[src/rtl/alu_cmd_unit.sv]
// -----------------------------------------------------------------------------
// alu_cmd_unit
//
// Handshaked command front-end for a small AND/OR/ADD/SUB ALU. A command is
// captured over a valid/ready port and executed in one registered stage. The
// result and its flags are then held on a valid/ready response port until the
// consumer takes them. Only one operation is in flight at a time, so peak
// throughput is one operation every three cycles.
//
// Optional feature (compile-time macro ALU_CMD_ACC_EN):
//   When defined, a WIDTH-bit accumulator is loaded with rsp_result on every
//   response handshake. A command with cmd_use_acc = 1 takes the accumulator
//   as operand a and ignores cmd_a. When undefined, there is no accumulator
//   and cmd_use_acc is ignored.
//
// Ports:
//   clk          rising-edge clock for all logic
//   rst_n        synchronous active-low reset
//   cmd_valid    command present
//   cmd_ready    unit can accept a command this cycle (IDLE and out of reset)
//   cmd_a        operand a
//   cmd_b        operand b
//   cmd_sel      operation: 00 AND, 01 OR, 10 ADD, 11 SUB
//   cmd_use_acc  take the accumulator as operand a (ALU_CMD_ACC_EN only)
//   rsp_valid    response present
//   rsp_ready    consumer accepts the response
//   rsp_result   operation result, wrapping modulo 2^WIDTH
//   rsp_carry    ADD carry out, SUB borrow (a < b unsigned), 0 for AND/OR
//   rsp_zero     rsp_result == 0
//   op_count     responses consumed since reset, wraps without a flag
// -----------------------------------------------------------------------------
module alu_cmd_unit #(
  parameter int WIDTH = 4,
  parameter int CNT_W = 8
) (
  input  logic             clk,
  input  logic             rst_n,
  input  logic             cmd_valid,
  output logic             cmd_ready,
  input  logic [WIDTH-1:0] cmd_a,
  input  logic [WIDTH-1:0] cmd_b,
  input  logic [1:0]       cmd_sel,
  input  logic             cmd_use_acc,
  output logic             rsp_valid,
  input  logic             rsp_ready,
  output logic [WIDTH-1:0] rsp_result,
  output logic             rsp_carry,
  output logic             rsp_zero,
  output logic [CNT_W-1:0] op_count
);

  typedef enum logic [1:0] {
    IDLE = 2'd0,
    EXEC = 2'd1,
    DONE = 2'd2
  } state_t;

  state_t state, state_nx;

  logic [WIDTH-1:0] a_p0;
  logic [WIDTH-1:0] b_p0;
  logic [1:0]       sel_p0;
  logic [WIDTH-1:0] op_a;
  logic [WIDTH:0]   alu_out;
  logic             cap_en;
  logic             exec_en;
  logic             rsp_hs;

  // Returns {carry, result}. For SUB the carry bit is the borrow, which is
  // the inverse of the natural carry out of a + ~b + 1.
  function automatic logic [WIDTH:0] alu_calc(
    input logic [WIDTH-1:0] a,
    input logic [WIDTH-1:0] b,
    input logic [1:0]       sel
  );
    logic [WIDTH:0] res;
    case (sel)
      2'b00:   res = {1'b0, a & b};
      2'b01:   res = {1'b0, a | b};
      2'b10:   res = {1'b0, a} + {1'b0, b};
      default: res = {(a < b), a + ~b + WIDTH'(1)};
    endcase
    return res;
  endfunction

`ifdef ALU_CMD_ACC_EN
  logic [WIDTH-1:0] acc;

  assign op_a = cmd_use_acc ? acc : cmd_a;

  always_ff @(posedge clk) begin
    if (!rst_n) begin
      acc <= '0;
    end else if (rsp_hs) begin
      acc <= rsp_result;
    end
  end
`else
  logic unused_use_acc;

  assign unused_use_acc = cmd_use_acc;
  assign op_a           = cmd_a;
`endif

  assign cmd_ready = (state == IDLE) && rst_n;
  assign alu_out   = alu_calc(a_p0, b_p0, sel_p0);

  always_ff @(posedge clk) begin
    if (!rst_n) begin
      state <= IDLE;
    end else begin
      state <= state_nx;
    end
  end

  always_comb begin
    state_nx = state;
    cap_en   = 1'b0;
    exec_en  = 1'b0;
    rsp_hs   = 1'b0;
    case (state)
      IDLE: begin
        if (cmd_valid) begin
          cap_en   = 1'b1;
          state_nx = EXEC;
        end
      end
      EXEC: begin
        exec_en  = 1'b1;
        state_nx = DONE;
      end
      DONE: begin
        if (rsp_valid && rsp_ready) begin
          rsp_hs   = 1'b1;
          state_nx = IDLE;
        end
      end
      default: state_nx = IDLE;
    endcase
  end

  // Stage p0: operand capture on the command handshake
  always_ff @(posedge clk) begin
    if (!rst_n) begin
      a_p0   <= '0;
      b_p0   <= '0;
      sel_p0 <= '0;
    end else if (cap_en) begin
      a_p0   <= op_a;
      b_p0   <= cmd_b;
      sel_p0 <= cmd_sel;
    end
  end

  // Stage p1: execute into the response registers, hold until consumed
  always_ff @(posedge clk) begin
    if (!rst_n) begin
      rsp_valid  <= 1'b0;
      rsp_result <= '0;
      rsp_carry  <= 1'b0;
      rsp_zero   <= 1'b0;
      op_count   <= '0;
    end else begin
      if (exec_en) begin
        rsp_result <= alu_out[WIDTH-1:0];
        rsp_carry  <= alu_out[WIDTH];
        rsp_zero   <= (alu_out[WIDTH-1:0] == '0);
        rsp_valid  <= 1'b1;
      end
      if (rsp_hs) begin
        rsp_valid <= 1'b0;
        op_count  <= op_count + CNT_W'(1);
      end
    end
  end

endmodule

[config.mk]
export PLATFORM = sky130hd
export DESIGN_NAME = alu_cmd_unit
export DESIGN_NICKNAME = d
export VERILOG_FILES = /design/src/rtl/alu_cmd_unit.sv
export SDC_FILE = /design/constraint.sdc
export NUM_CORES = 1
export LEC_CHECK = 0
export CORE_MARGIN = 2
export CORE_UTILIZATION = 47
export CTS_BUF_LIST = sky130_fd_sc_hd__clkbuf_4
export CTS_CLUSTER_SIZE = 30
export DETAILED_ROUTE_END_ITERATION = 7
export PLACE_DENSITY_LB_ADDON = 0.2
export SYNTH_ARGS = -nofsm -noshare
export SYNTH_HDL_FRONTEND = slang
export SYNTH_SLANG_ARGS = --single-unit
[constraint.sdc]
create_clock -name clk -period 2.3 [get_ports clk]
set_clock_uncertainty 0.15 [all_clocks]
set_input_delay 0.46 -clock clk [delete_from_list [all_inputs] [get_ports clk]]
set_output_delay 0.46 -clock clk [all_outputs]
set_load 0.02 [all_outputs]
==> summary.md <==
| Metric | Value |
|---|---|
| Most instantiated cells after synthesis | `dfxtp_1, nand2_1, a21oi_1, nor2_1` |
| Critical path origin | `a_p0[1]` |
| # H-tree levels | `1` |
| Cell Pwr Density | `512 nW/um2` |
| Synth area leaders | `dfxtp_1, ha_1, nand2_1` |
| Reg clk slew, reported paths | `150 ps` |
| # clock sinks | `27` |
| Crit path DAT | `2290 ps` |
| CP endpoint | `rsp_zero` |
| Final setup vio count | `0` |
| Post-route ant nets | `0` |
| Status | `completed` |
| Worst slew pin tran | `584 ps` |
| R2R Setup Slk | `100 ps` |
| Average vias per placed instance | `5.15` |
| Grt total ovfl | `0` |
| Longest Clk Path Bufs | `2` |
| Crit Reg-Reg Endpoint | `rsp_zero` |
| RSZ-0062 raised after global routing | `no` |
| Critical path peak fanout | `4` |
| Worst Hold Depth | `2` |
| CTS Buf Count | `3` |
| Layout cells sized above 1 | `6.09%` |
| Worst reg-to-reg path cell count | `7` |
| Leak pwr | `0.720 nW` |
| Reg-to-reg startpoint | `a_p0[1]` |
| First-pass GRT wire length | `4770 um` |
| Initial DRC count | `37` |
| Vias post-DR | `1185` |
| Seq/Total Area, Yosys | `37.2%` |
| Syn Nets | `198` |
| CP Class | `flop to flop` |
| Fmax | `454 MHz` |
| WP data required | `2390 ps` |
| Synth Cell Area | `1450 um2` |
| Synth unique cells | `33` |
| Maximum VDD drop | `265 uV` |
| Post-synth EDFFs | `0` |
| Area Overhead vs Synth | `22.9%` |
| Synth area leader | `dfxtp_1` |
| Placement row count | `20` |
| Syn. warnings | `0` |
| Post-synth top area share | `37.2%` |
| Setup TNS | `0 ps` |
| Max-slew headroom at the worst pin | `61.0%` |
| Pin count of the biggest net entering global routing | `24` |
| Synthesized flop and latch total | `27` |
| Vias in the first global route | `1179` |
| Async S/R FF share, synth | `0%` |
| CP Capture Type | `flop` |
| Mapped Avg Cell Area | `8.65 um2` |
| Hpwl dp | `2070 um` |
| Root Buffer Master | `clkbuf_4` |
| Cts hold-fix bufs | `0` |
| Port-buffer cells | `29` |
| Total die area | `3550 um2` |
| Hold WC Path Type | `flop to flop` |
| DR WL/cell | `12.0 um` |
| Final Max Slew Viols | `0` |
| Nets | `228` |
| Drt drc | `0` |
| Dominant synthesized flop cell | `dfxtp_1` |
| Fin crit share | `95.8%` |
| Die Width | `59.6 um` |
| Initial core utilization | `48.4%` |
| Diodes inserted | `0` |
| Worst-skew pair later-pin latency | `320 ps` |
| Initial antenna violation count | `0` |
| Core area | `3000 um2` |
| Number of I/O pins | `31` |
| Die Ht | `59.6 um` |
| Drt pass-1 iters | `4` |
| CTS tree | `done` |
| GPL Wtd Cong | `0.878` |
| Finished Core Util | `59.5%` |
| GRT Total Usage | `17.2%` |
| Fin crit period | `2200 ps` |
| Final hold viol count | `0` |
| MaxCap Viol Count | `0` |
| Post-CTS setup buffers | `0` |
| Post-Synthesis Cells | `168` |
| CP Launch Type | `flop` |
| Aggregate routed wire length | `2770 um` |
metrics by stage:
stage | std cells | cell area, um2 | hold slack [ps] | setup slack [ps] | power [W]
floorplan | 168 | 1450 | 303 | 203 | 0.000654
global placement | 226 | 1760 | 301 | -86.3 | 0.000713
detailed placement | 226 | 1760 | 305 | -65.6 | 0.000720
CTS | 230 | 1780 | 324 | 7.46 | 0.000924
global route | 230 | 1790 | 354 | 7.26 | 0.000973
finish | 230 | 1790 | 329 | 96.9 | 0.000915
layer usage:
layer  track usage (%)  part of all wire (%)  vias up
met5                 0                     0        -
met4              5.08                  0.47        0
met1              22.6                    49      549
met3              2.18                   3.4        2
met2              29.5                    47       20
li1                  -                     -      614
logic make-up (layout without fill, tap and decap cells):
family	count (synthesis)	count (layout)	synth area share, %
simple gates	60	60	18.8
compound gates	31	31	12.9
flops	27	27	37.2
buf+inv	20	49	6.80
fa+ha+maj	15	15	13.9
xor+xnor	10	10	6.02
mux	5	5	4.30
repair_timing:
item,in CTS,in global routing
endpoints found under the setup margin,1,1
resized for setup,1,2
pin swaps,0,0
sequential cells by signal (all words and copies together) (netlist names):
name	count
rsp_result	4
sel_p0	2
op_count	8
rsp_zero	1
rsp_valid	1
rsp_carry	1
state	2
a_p0	4
b_p0	4
worst max-delay path, stage by stage (launching register included):
cell	delay, ps
dfxtp_2	390
inv_1	100
ha_1	320
a21o_1	180
a21oi_1	200
xor2_1	90
mux4_2	480
a41o_1	220
cells in the final DEF, fill, tap and decap left out, drive strengths merged:
cell type and count:
and3 3, inv 13, clkinv 1, nand2b 1, xor2 6, nand3b 1, ha 13, nand3 2
clkdlybuf4s50 28, fa 2, and4 1, o21ai 6, and4b 1, dlygate4sd2 1, o21bai 2, nand2 27
a41o 1, nor2b 1, clkbuf 3, xnor2 4, and2 1, a21oi 17, o21ba 1, nor4bb 1
nand4 3, mux2i 4, buf 3, dfxtp 27, nor2 16, a21o 1, mux4 1, a211o 2
nor3 2, a311oi 1
report_power, final:
group / total [W] / switching (W) / internal [W] / leakage [nW]
Combinational: 0.000192 / 0.0000967 / 0.0000956 / 0.481
Sequential: 0.000515 / 0.0000240 / 0.000491 / 0.221
Clock: 0.000208 / 0.000143 / 0.0000651 / 0.0177
final cells by class:
cell class                 count  area (um2)
clock buffer                   3        22.5
timing repair buffer          32         312
sequential                    27         543
multi-input combinational    121         815
clock inverter                 1        5.00
fill                         292        1220
tap                           33        41.3
inverter                      13        48.8
how the worst min path moves through the flow:
stage | start | to
2_1_floorplan | b_p0[2] | b_p0[2]
6_report | rsp_carry | rsp_carry
3_5_place_dp | rsp_carry | rsp_carry
5_1_grt | b_p0[3] | b_p0[3]
3_3_place_gp | rsp_carry | rsp_carry
4_1_cts | rsp_carry | rsp_carry
Note: power is estimated with default switching activity, not from simulation.
